==> config.mk <==
export PLATFORM = sky130hd
export DESIGN_NAME = if_id_queue_flat
export DESIGN_NICKNAME = d
export VERILOG_FILES = /design/src/rtl/if_id_queue_if.sv /design/src/rtl/if_id_queue.sv /design/src/flat_wrapper.sv
export SDC_FILE = /design/constraint.sdc
export NUM_CORES = 1
export LEC_CHECK = 0
export BUFFER_PORTS_ARGS = -buffer_cell sky130_fd_sc_hd__clkbuf_2
export CORE_ASPECT_RATIO = 1.4
export CORE_MARGIN = 4
export CORE_UTILIZATION = 52
export CTS_BUF_LIST = sky130_fd_sc_hd__clkbuf_16
export DETAILED_ROUTE_END_ITERATION = 10
export PLACE_DENSITY = 0.89
export SLEW_MARGIN = 30
export SYNTH_ARGS = -nofsm -noshare
export SYNTH_HDL_FRONTEND = slang
export SYNTH_SLANG_ARGS = --single-unit
export TNS_END_PERCENT = 30
==> constraint.sdc <==
create_clock -name clk -period 9.9 [get_ports clk]
set_input_delay 0.495 -clock clk [delete_from_list [all_inputs] [get_ports clk]]
set_output_delay 0.495 -clock clk [all_outputs]
set_load 0.02 [all_outputs]
==> src/rtl/if_id_queue_if.sv <==
// Fetch-to-decode bundle interface for the IF/ID instruction queue.
// The fetch side presents bundles; the decode side consumes the head bundle.
interface if_id_queue_if #(
    parameter int unsigned DEPTH = 2
);
    localparam int unsigned CW = $clog2(DEPTH) + 1;

    logic          if_valid;
    logic [31:0]   if_pc;
    logic [31:0]   if_pcPlus4;
    logic [31:0]   if_instr;
    logic          if_ext;
    logic          if_ready;
    logic          flush;
    logic          id_stall;
    logic          id_valid;
    logic [31:0]   id_pc;
    logic [31:0]   id_pcPlus4;
    logic [31:0]   id_instr;
    logic          id_ext;
    logic [CW-1:0] count;

    // Queue side.
    modport slave (
        input  if_valid, if_pc, if_pcPlus4, if_instr, if_ext, flush, id_stall,
        output if_ready, id_valid, id_pc, id_pcPlus4, id_instr, id_ext, count
    );

    // Pipeline (fetch + decode) side.
    modport master (
        output if_valid, if_pc, if_pcPlus4, if_instr, if_ext, flush, id_stall,
        input  if_ready, id_valid, id_pc, id_pcPlus4, id_instr, id_ext, count
    );
endinterface

==> src/rtl/if_id_queue.sv <==
// IF/ID instruction queue: DEPTH-entry FIFO of fetch bundles with flush, presenting a NOP
// bundle to decode whenever it is empty.
module if_id_queue #(
    parameter int unsigned DEPTH     = 2,
    parameter logic [31:0] NOP_INSTR = 32'h0000_0013
) (
    input  logic        clk,
    input  logic        rst,
    if_id_queue_if.slave bus
);
    localparam int unsigned PW = $clog2(DEPTH);
    localparam int unsigned CW = PW + 1;

    logic [PW-1:0] r_wr_ptr;
    logic [PW-1:0] r_rd_ptr;
    logic [CW-1:0] r_count;

    logic [31:0]   r_pc_mem     [DEPTH];
    logic [31:0]   r_pcp4_mem   [DEPTH];
    logic [31:0]   r_instr_mem  [DEPTH];
    logic          r_ext_mem    [DEPTH];

    logic          w_full;
    logic          w_empty;
    logic          w_push;
    logic          w_pop;

    assign w_full  = (r_count == CW'(DEPTH));
    assign w_empty = (r_count == '0);

    // Ready comes only from registered occupancy, so a pop never frees a slot in the same cycle.
    assign w_push  = bus.if_valid & ~w_full & ~bus.flush;
    assign w_pop   = ~w_empty & ~bus.id_stall & ~bus.flush;

    assign bus.if_ready = ~w_full;
    assign bus.id_valid = ~w_empty;
    assign bus.count    = r_count;

    assign bus.id_pc      = w_empty ? 32'h0     : r_pc_mem[r_rd_ptr];
    assign bus.id_pcPlus4 = w_empty ? 32'h0     : r_pcp4_mem[r_rd_ptr];
    assign bus.id_instr   = w_empty ? NOP_INSTR : r_instr_mem[r_rd_ptr];
    assign bus.id_ext     = w_empty ? 1'b0      : r_ext_mem[r_rd_ptr];

    // Storage is deliberately not reset; occupancy alone decides what is visible.
    always_ff @(posedge clk) begin
        if (w_push) begin
            r_pc_mem[r_wr_ptr]    <= bus.if_pc;
            r_pcp4_mem[r_wr_ptr]  <= bus.if_pcPlus4;
            r_instr_mem[r_wr_ptr] <= bus.if_instr;
            r_ext_mem[r_wr_ptr]   <= bus.if_ext;
        end
    end

    always_ff @(posedge clk or posedge rst) begin
        if (rst) begin
            r_wr_ptr <= '0;
            r_rd_ptr <= '0;
            r_count  <= '0;
        end else if (bus.flush) begin
            r_wr_ptr <= '0;
            r_rd_ptr <= '0;
            r_count  <= '0;
        end else begin
            if (w_push) begin
                r_wr_ptr <= r_wr_ptr + PW'(1);
            end
            if (w_pop) begin
                r_rd_ptr <= r_rd_ptr + PW'(1);
            end
            case ({w_push, w_pop})
                2'b10:   r_count <= r_count + CW'(1);
                2'b01:   r_count <= r_count - CW'(1);
                default: r_count <= r_count;
            endcase
        end
    end

`ifndef SYNTHESIS
    a_count_max: assert property (@(posedge clk) disable iff (rst) r_count <= CW'(DEPTH));
    a_no_underflow: assert property (@(posedge clk) disable iff (rst) w_empty |-> !w_pop);
    a_no_overflow: assert property (@(posedge clk) disable iff (rst) w_full |-> !w_push);
`endif
endmodule

==> src/flat_wrapper.sv <==
// flat-port wrapper written by rule: the top's interface ports become plain ports
module if_id_queue_flat 
#(
    parameter int unsigned DEPTH     = 2,
    parameter logic [31:0] NOP_INSTR = 32'h0000_0013
)
  (clk, rst, bus_if_valid, bus_if_pc, bus_if_pcPlus4, bus_if_instr, bus_if_ext, bus_flush, bus_id_stall, bus_if_ready, bus_id_valid, bus_id_pc, bus_id_pcPlus4, bus_id_instr, bus_id_ext, bus_count);
  if_id_queue_if #(.DEPTH(DEPTH)) bus_i ();
  input  logic clk;
  input  logic rst;
  input wire logic [$bits(bus_i.if_valid)-1:0] bus_if_valid;
  input wire logic [$bits(bus_i.if_pc)-1:0] bus_if_pc;
  input wire logic [$bits(bus_i.if_pcPlus4)-1:0] bus_if_pcPlus4;
  input wire logic [$bits(bus_i.if_instr)-1:0] bus_if_instr;
  input wire logic [$bits(bus_i.if_ext)-1:0] bus_if_ext;
  input wire logic [$bits(bus_i.flush)-1:0] bus_flush;
  input wire logic [$bits(bus_i.id_stall)-1:0] bus_id_stall;
  output wire logic [$bits(bus_i.if_ready)-1:0] bus_if_ready;
  output wire logic [$bits(bus_i.id_valid)-1:0] bus_id_valid;
  output wire logic [$bits(bus_i.id_pc)-1:0] bus_id_pc;
  output wire logic [$bits(bus_i.id_pcPlus4)-1:0] bus_id_pcPlus4;
  output wire logic [$bits(bus_i.id_instr)-1:0] bus_id_instr;
  output wire logic [$bits(bus_i.id_ext)-1:0] bus_id_ext;
  output wire logic [$bits(bus_i.count)-1:0] bus_count;
  assign bus_i.if_valid = bus_if_valid;
  assign bus_i.if_pc = bus_if_pc;
  assign bus_i.if_pcPlus4 = bus_if_pcPlus4;
  assign bus_i.if_instr = bus_if_instr;
  assign bus_i.if_ext = bus_if_ext;
  assign bus_i.flush = bus_flush;
  assign bus_i.id_stall = bus_id_stall;
  assign bus_if_ready = bus_i.if_ready;
  assign bus_id_valid = bus_i.id_valid;
  assign bus_id_pc = bus_i.id_pc;
  assign bus_id_pcPlus4 = bus_i.id_pcPlus4;
  assign bus_id_instr = bus_i.id_instr;
  assign bus_id_ext = bus_i.id_ext;
  assign bus_count = bus_i.count;
  if_id_queue #(.DEPTH(DEPTH), .NOP_INSTR(NOP_INSTR)) u_core (.clk(clk), .rst(rst), .bus(bus_i));
endmodule
==> reports/metrics.yaml, run 1 <==
num_rows: 51
synth_top_area_share_pct: 77.3
skew_ns: 0.00734
grt_pass1_wl_mm: 22.3
final_util_pct: 66.4
routed_wl_mm: 14.5
grt_overflow: 0
crit_path_max_fanout: 78
synth_nets: 540
vdd_drop_max_uv: 110
fin_area_um2: 9320
arrival_ns: 2.54
grt_pass1_vias: 4534
diodes: 0
p_per_area_nw_per_um2: 199
r2r_slack_ns: 7.63
gp_congestion: 0.750
worst-path-buf-inv: 3
crit_path_start_kind: "flip-flop"
htree_num_levels: 4
yosysSeqAreaShare_pct: 78.6
max_cap_violations: 0
dr.pass1.iters: 4
r2r-end: "u_core.r_pcp4_mem[1][21]"
critPathTopFamily: "buffers and inverters"
holdPathStages: 1
fillers: 965
clock_latency_ns: 0.42
synth_top_cell_by_area: "edfxtp_1"
cp.required_ns: 9.41
relSlewSlack_pct: 42.8
cts.sink_count: 198
vias: 4245
root_buffer: "clkbuf_16"
drtIter0Drc: 187
period_minus_slack_ns: 3.04
numPortBuffers: 202
synth_area_leaders: "edfxtp_1, mux2i_1, nor2_1"
cts_tree: "done"
track_usage_pct: 18.1
min_period_over_period_pct: 30.7
setup.worst_path.end_class: "output pin"
leakagePower_nw: 3.53
setup_violations: 0
synthCells: 438
syn_area_um2: 7540
wl_per_cell_um: 17.1
grt_max_degree: 79
finalNetCount: 747
clk_pin_slew_ns: 0.07
maxSlewViolCount: 0
hpwl_mm: 9.66
path_cells: "nor2_4 > buf_4 > inv_1 > nand2_1 > clkbuf_2"
rsz0062_at_grt: "false"
synth_area_per_cell_um2: 17.2
ios: 203
core-area_um2: 14000
timing.hold.ws_ns: 0.263
clock.fmax_mhz: 329
drcViolationCount: 0
whs_endpoint: "u_core.r_instr_mem[1][18]"
setup_slack_ns: 6.86
worst_pin_slew_ns: 0.858
r2r_start: "u_core.bus.count[1]"
cts_buffers: 17
die_w_um: 110
die_h_um: 150
hp-class: "input pin to flip-flop"
initial_core_util_pct: 53.7
cts_buffer_depth: 2
min_from: "bus_if_instr[18]"
fin_setup_tns_ns: 0
drtAntennaViolNets: 0
slowest_delay_ns: 0.75
die_area_um2: 16500
synth.ff_latch_count: 198
drive_gt1_share_pct: 36.6
cp_slowest_cell: "buf_4"
avgViaCountPerCell: 5.04
place_area_um2: 8700
outcome: "finished clean"
yosys_warnings: 0
synthToLayoutAreaGrowth_pct: 23.6
antenna_found_initial: 0
dp_slack_ns: 7.27
criticalPathCategory: "flip-flop to output pin"
hold_viol: 0
worst_r2r_path_depth: 5
synth.distinct_cells: 23
metrics by stage:
step           total power, W  std cells
4_1_cts               0.00187        843
5_1_grt               0.00193        843
3_3_place_gp          0.00117        810
2_1_floorplan         0.00111        438
6_report              0.00185        843
3_5_place_dp          0.00118        810
registers in the layout, summed over array words and instances (netlist names):
| register | cells |
|---|---|
| u_core.r_ext_mem | 2 |
| u_core.r_instr_mem | 64 |
| u_core.r_rd_ptr | 1 |
| u_core.r_pcp4_mem | 64 |
| u_core.r_pc_mem | 64 |
| u_core.r_wr_ptr | 1 |
| u_core.bus.count | 2 |
cells in the mapped netlist (all sizes together):
cell and n:
nand2b 1, inv 4, nor3 1, a31oi 1, edfxtp 194, a21oi 3
dfrtp 4, nor2 96, nand2 5, clkbuf 3, nand3 2, and3b 1
nor3b 1, a211o 1, mux2i 97, or3 2, o21ai 3, buf 18
nor2b 1
cells in the final DEF (no fill, tap or decap), drive strengths merged:
cell | Yosys | routed
nand3 | 2 | 2
edfxtp | 194 | 194
mux2i | 97 | 97
dlygate4sd3 | 0 | 1
bufinv | 0 | 3
nor2 | 96 | 96
buf | 18 | 6
a21oi | 3 | 3
a211o | 1 | 1
clkinv | 0 | 4
and3b | 1 | 1
o21ai | 3 | 3
clkbuf | 3 | 219
nand2b | 1 | 1
nor2b | 1 | 1
inv | 4 | 11
nor3 | 1 | 1
a31oi | 1 | 1
or3 | 2 | 2
dfrtp | 4 | 4
clkinvlp | 0 | 1
nor3b | 1 | 1
nand2 | 5 | 5
metal layers:
layer  wire length (um)  GRT usage, %
met1               5240          19.5
met2               7940          33.0
met3               1030          4.76
met4                250          7.67
met5                  0             0
power by group:
| group | switching (W) | total [W] | internal [W] |
|---|---|---|---|
| Sequential | 0.0000127 | 0.000967 | 0.000954 |
| Clock | 0.000298 | 0.000699 | 0.000401 |
| Combinational | 0.000122 | 0.000188 | 0.0000664 |
| Total | 0.000433 | 0.00185 | 0.00142 |
layout make-up:
cell class	instances	area [um2]	area share [%]
Inverter	4	15.0	0.161
Timing Repair Buffer	209	1070	11.5
Multi-Input combinational cell	215	1470	15.8
Sequential cell	198	5930	63.6
Clock inverter	15	178	1.91
Tap cell	185	231	2.48
Clock buffer	17	425	4.57
cell families (layout without fill, tap and decap cells):
group	Yosys count	in the layout	synth area share, %
buffers and inverters	25	245	2.12
multiplexers	97	97	12.9
AO/OA/AOI/OAI	8	8	0.597
AND/OR/NAND/NOR	110	110	5.81
flip-flops	198	198	78.6
what timing repair did:
action                    in CTS  in global routing
hold buffers                   1                  0
gates resized for setup        0                  0
buffers inserted               0                  0
hold endpoints to repair       4                  0
worst max path at each step:
stage                     depth (start not counted)                start  slack, ns                   to
after global placement                            4      u_core.r_rd_ptr       7.02   bus_id_pcPlus4[22]
final                                             5  u_core.bus.count[1]       6.86      bus_id_instr[0]
after CTS                                         5  u_core.bus.count[1]       6.81      bus_id_instr[0]
after detailed placement                          4      u_core.r_rd_ptr       7.27   bus_id_pcPlus4[22]
after global routing                              5  u_core.bus.count[1]       6.64      bus_id_instr[1]
after floorplan                                   4  u_core.bus.count[1]       1.20  u_core.r_ext_mem[1]
Power figures use the tool's default switching activity.
==> run 2, diff against run 1 <==
- CORE_UTILIZATION: 52 -> 47
- PLACE_DENSITY: 0.89 -> 0.85
- clock period: 9.9 -> 2.55 ns (I/O delays scaled with it)
==> reports/metrics.yaml, run 2 (synthesis results as in run 1) <==
vias: 4746
root_buffer: "clkbuf_16"
drtIter0Drc: 211
relSlewSlack_pct: 67.2
regArea_um2: 5930
drtAntennaViolNets: 0
crit_path_start_kind: "flip-flop"
leakagePower_nw: 3.97
criticalPathCategory: "flip-flop to output pin"
fin_cells: 955
die_area_um2: 18200
hold_viol: 0
drive_gt1_share_pct: 33.2
track_usage_pct: 18.4
r2r_slack_ns: 0.75
initial_core_util_pct: 48.1
min_period_over_period_pct: 84.1
clk_pin_slew_ns: 0.07
clock.fmax_mhz: 466
routed_wl_mm: 16.6
numPortBuffers: 202
arrival_ns: 2.02
rsz0062_at_grt: "false"
holdPathStages: 2
outcome: "finished clean"
antenna_found_initial: 1
finalNetCount: 847
hp-class: "input pin to flip-flop"
cts_buffers: 17
cp.required_ns: 2.42
ios: 203
final_common_cell: "clkbuf_2"
die_w_um: 115
die_h_um: 158
setup_slack_ns: 0.405
multi_input_area_um2: 1500
max_cap_violations: 0
hpwl_mm: 10.2
grt_pass1_vias: 5036
critPathTopFamily: "flip-flops"
setup.worst_path.end_class: "output pin"
cts_buffer_depth: 2
core-area_um2: 15700
place_inst: 824
fin_setup_tns_ns: 0
clock_latency_ns: 0.42
slowest_delay_ns: 0.75
cts.sink_count: 198
cp_slowest_cell: "dfrtp_4"
worst_pin_slew_ns: 0.492
post_cts_buffers: 0
synthToLayoutAreaGrowth_pct: 38.4
wl_per_cell_um: 17.4
total_power_w: 0.00741
grt_pass1_wl_mm: 25.5
crit_cells: 4
worst_r2r_path_depth: 5
final_util_pct: 66.6
num_rows: 54
fillers: 1036
setup_violations: 0
layout_common_cells: "clkbuf_2, edfxtp_1, dlygate4sd3_1"
reg.largest.list: "u_core.r_instr_mem x64, u_core.r_pc_mem x64, u_core.r_pcp4_mem x64"
avgViaCountPerCell: 4.97
worst-path-buf-inv: 2
cts_tree: "done"
p_per_area_nw_per_um2: 710
period_minus_slack_ns: 2.14
vdd_drop_max_uv: 413
grt_overflow: 0
dr.pass1.iters: 5
path_cells: "buf_12 > mux2i_1 > nor2_1 > clkbuf_2"
dp_slack_ns: 0.783
maxSlewViolCount: 0
drcViolationCount: 0
crit_path_max_fanout: 36
htree_num_levels: 4
grt_max_degree: 72
gp_congestion: 0.770
skew_ns: 0.00896
## run 2: cell types whose count changed in the layout (fill, tap and decap cells not counted), sizes merged
cell | before | now
bufinv | 3 | 2
dlygate4sd3 | 1 | 98
buf | 6 | 9
inv | 11 | 12
diode | 0 | 1
## run 2: final cells by class
type                            instances  area share (%)
Antenna cell                            1          0.0240
Clock buffer                           17            4.08
Clock inverter                         15            1.97
Inverter                                4           0.168
Multi-Input combinational cell        215            14.3
Sequential cell                       198            56.9
Tap cell                              196            2.35
Timing Repair Buffer                  309            20.2
## run 2: repair_timing
action / 4_1_cts / 5_1_grt
hold endpoints to repair: 198 / 0
hold buffers: 98 / 0
resized for setup: 0 / 0
## run 2: routing by layer
layer | GRT usage [%] | wire length [um]
met5 | 0 | 13
met1 | 21.3 | 6170
met3 | 4.17 | 957
met2 | 33.5 | 9240
met4 | 6.43 | 269
## run 2: per-stage QoR
step / cell area [um2] / hold slack (ns)
after detailed placement: 8820 / 0.0330
after floorplan: 7580 / -0.107
after CTS: 10400 / 0.0139
after global routing: 10400 / 0.00659
after global placement: 8820 / 0.0337
final: 10400 / 0.0377
## run 2: where the power goes
part | total, W | internal (W) | switching, W | leakage [nW]
clock network | 0.00277 | 0.00151 | 0.00126 | 0.305
logic | 0.000884 | 0.000369 | 0.000515 | 1.83
registers | 0.00375 | 0.00370 | 0.0000514 | 1.83
total | 0.00741 | 0.00558 | 0.00183 | 3.97
## run 2: final timing paths
kind / start / end
worst max-delay path: u_core.r_rd_ptr / bus_id_pc[13]
worst min register to register: u_core.r_wr_ptr / u_core.r_wr_ptr
worst max register to register: u_core.bus.count[1] / u_core.r_instr_mem[1][2]
max in group asynchronous: rst / u_core.r_rd_ptr
min in group asynchronous: rst / u_core.r_rd_ptr
worst min-delay path: bus_flush / u_core.r_rd_ptr
==> run 3, diff against run 2 <==
- CORE_UTILIZATION: 47 -> 52
- PLACE_DENSITY: 0.85 -> 0.89
- clock period: 2.55 -> 2 ns (I/O delays scaled with it)
==> reports/metrics.yaml, run 3 (synthesis results as in run 1) <==
outcome: "finished clean"
skew_ns: 0.00825
vdd_drop_max_uv: 668
grt_pass1_vias: 5290
drtAntennaViolNets: 0
hpwl_mm: 10.3
setup.worst_path.start: "u_core.r_rd_ptr"
crit_path_max_fanout: 26
die_w_um: 110
finalNetCount: 854
wl_met2_mm: 10.0
drt-met1-wl_mm: 6.29
numPortBuffers: 202
cts.sink_count: 198
criticalPathCategory: "flip-flop to output pin"
place_area_um2: 8870
track_usage_pct: 21.6
clock_latency_ns: 0.41
maxSlewViolCount: 0
hp-class: "input pin to flip-flop"
r2r_start: "u_core.bus.count[1]"
clk_pin_slew_ns: 0.07
antenna_found_initial: 1
p_per_area_nw_per_um2: 888
arrival_ns: 1.78
min_from: "bus_id_stall"
grt_max_degree: 70
final_util_pct: 74.6
drive_gt1_share_pct: 33.3
gp_congestion: 0.730
htree_num_levels: 4
cts_buffers: 17
drcViolationCount: 0
num_rows: 51
die_h_um: 150
worst_pin_slew_ns: 0.392
min_period_over_period_pct: 94.0
synthToLayoutAreaGrowth_pct: 38.9
clock.fmax_mhz: 532
top_layer_used: "met4"
relSlewSlack_pct: 73.9
wl_met3_mm: 1.16
leakagePower_nw: 4.00
setup.worst_path.end_class: "output pin"
cp.required_ns: 1.90
hold_viol: 0
rsz0062_at_grt: "false"
ios: 203
layout_common_cells: "clkbuf_2, edfxtp_1, dlygate4sd3_1"
root_buffer: "clkbuf_16"
period_minus_slack_ns: 1.88
final_common_cell: "clkbuf_2"
avgViaCountPerCell: 5.11
cts_tree: "done"
cts_buffer_depth: 2
die_area_um2: 16500
setup_violations: 0
vias: 4860
crit_path_start_kind: "flip-flop"
reg.largest.list: "u_core.r_instr_mem x64, u_core.r_pc_mem x64, u_core.r_pcp4_mem x64"
initial_core_util_pct: 53.7
dr.pass1.iters: 4
routed_wl_mm: 17.8
drtIter0Drc: 249
wl_per_cell_um: 18.7
fin_cells: 951
grt_pass1_wl_mm: 26.6
grt_overflow: 0
core-area_um2: 14000
fin_area_um2: 10500
place_inst: 815
max_cap_violations: 0
==> run 3: cell types whose count changed in the layout (fill, tap and decap cells not counted), moves of 2 or more <==
cell | before | now
inv_8 | 4 | 2
clkinv_8 | 3 | 0
inv_6 | 4 | 2
clkinv_2 | 0 | 2
clkinvlp_4 | 1 | 3
buf_12 | 4 | 8
inv_1 | 3 | 5
==> run 3: stage by stage <==
stage                     hold slack, ns  total power [W]  TNS, ns  worst slack (ns)
after global placement           -0.0232          0.00583        0             0.289
after CTS                         0.0100          0.00931        0            0.0174
after global routing              0.0208          0.00965        0            0.0102
after detailed placement         -0.0110          0.00587        0             0.236
after floorplan                   -0.134          0.00547  -312.21             -1.70
final                             0.0355          0.00930        0             0.120
==> run 3: worst paths after layout <==
path	cells after the start	slack, ns	to
setup reg to reg	5	0.18	u_core.r_instr_mem[1][6]
hold / removal	3	0.04	u_core.bus.count[1]
max in group asynchronous	3	1.70	u_core.r_rd_ptr
hold reg to reg	2	0.66	u_core.r_wr_ptr
min in group asynchronous	3	0.13	u_core.r_wr_ptr
setup / recovery	4	0.12	bus_id_instr[14]
==> run 3: layer usage <==
metal	vias up	GRT usage, %
li1	2251	-
met1	2374	22.9
met2	208	40.6
met3	27	6.13
met4	0	7.11
met5	-	0
==> run 3: timing repair <==
| item | 4_1_cts | 5_1_grt |
|---|---|---|
| endpoints found under the hold margin | 201 | 0 |
| setup buffers | 0 | 4 |
| endpoints found under the setup margin | 0 | 37 |
| resized for setup | 0 | 1 |
| hold buffers | 99 | 0 |
==> run 3: power breakdown <==
part	switching, W	internal (W)
sequential	0.0000565	0.00472
combinational	0.000689	0.000497
clock	0.00148	0.00185
total	0.00223	0.00707
==> run 3: critical path, stage by stage (launching register included) <==
cell and delay [ns]:
dfrtp_4 0.59, buf_12 0.25, mux2i_1 0.26, nor2_1 0.08
clkbuf_2 0.17
==> run 3: final cells by class <==
class | instances | area (um2)
Sequential cell | 198 | 5930
Fill cell | 821 | 3560
Timing Repair Buffer | 316 | 2220
Multi-Input combinational cell | 215 | 1500
Clock buffer | 17 | 425
Tap cell | 185 | 231
Clock inverter | 15 | 153
Inverter | 4 | 17.5
Antenna cell | 1 | 2.50
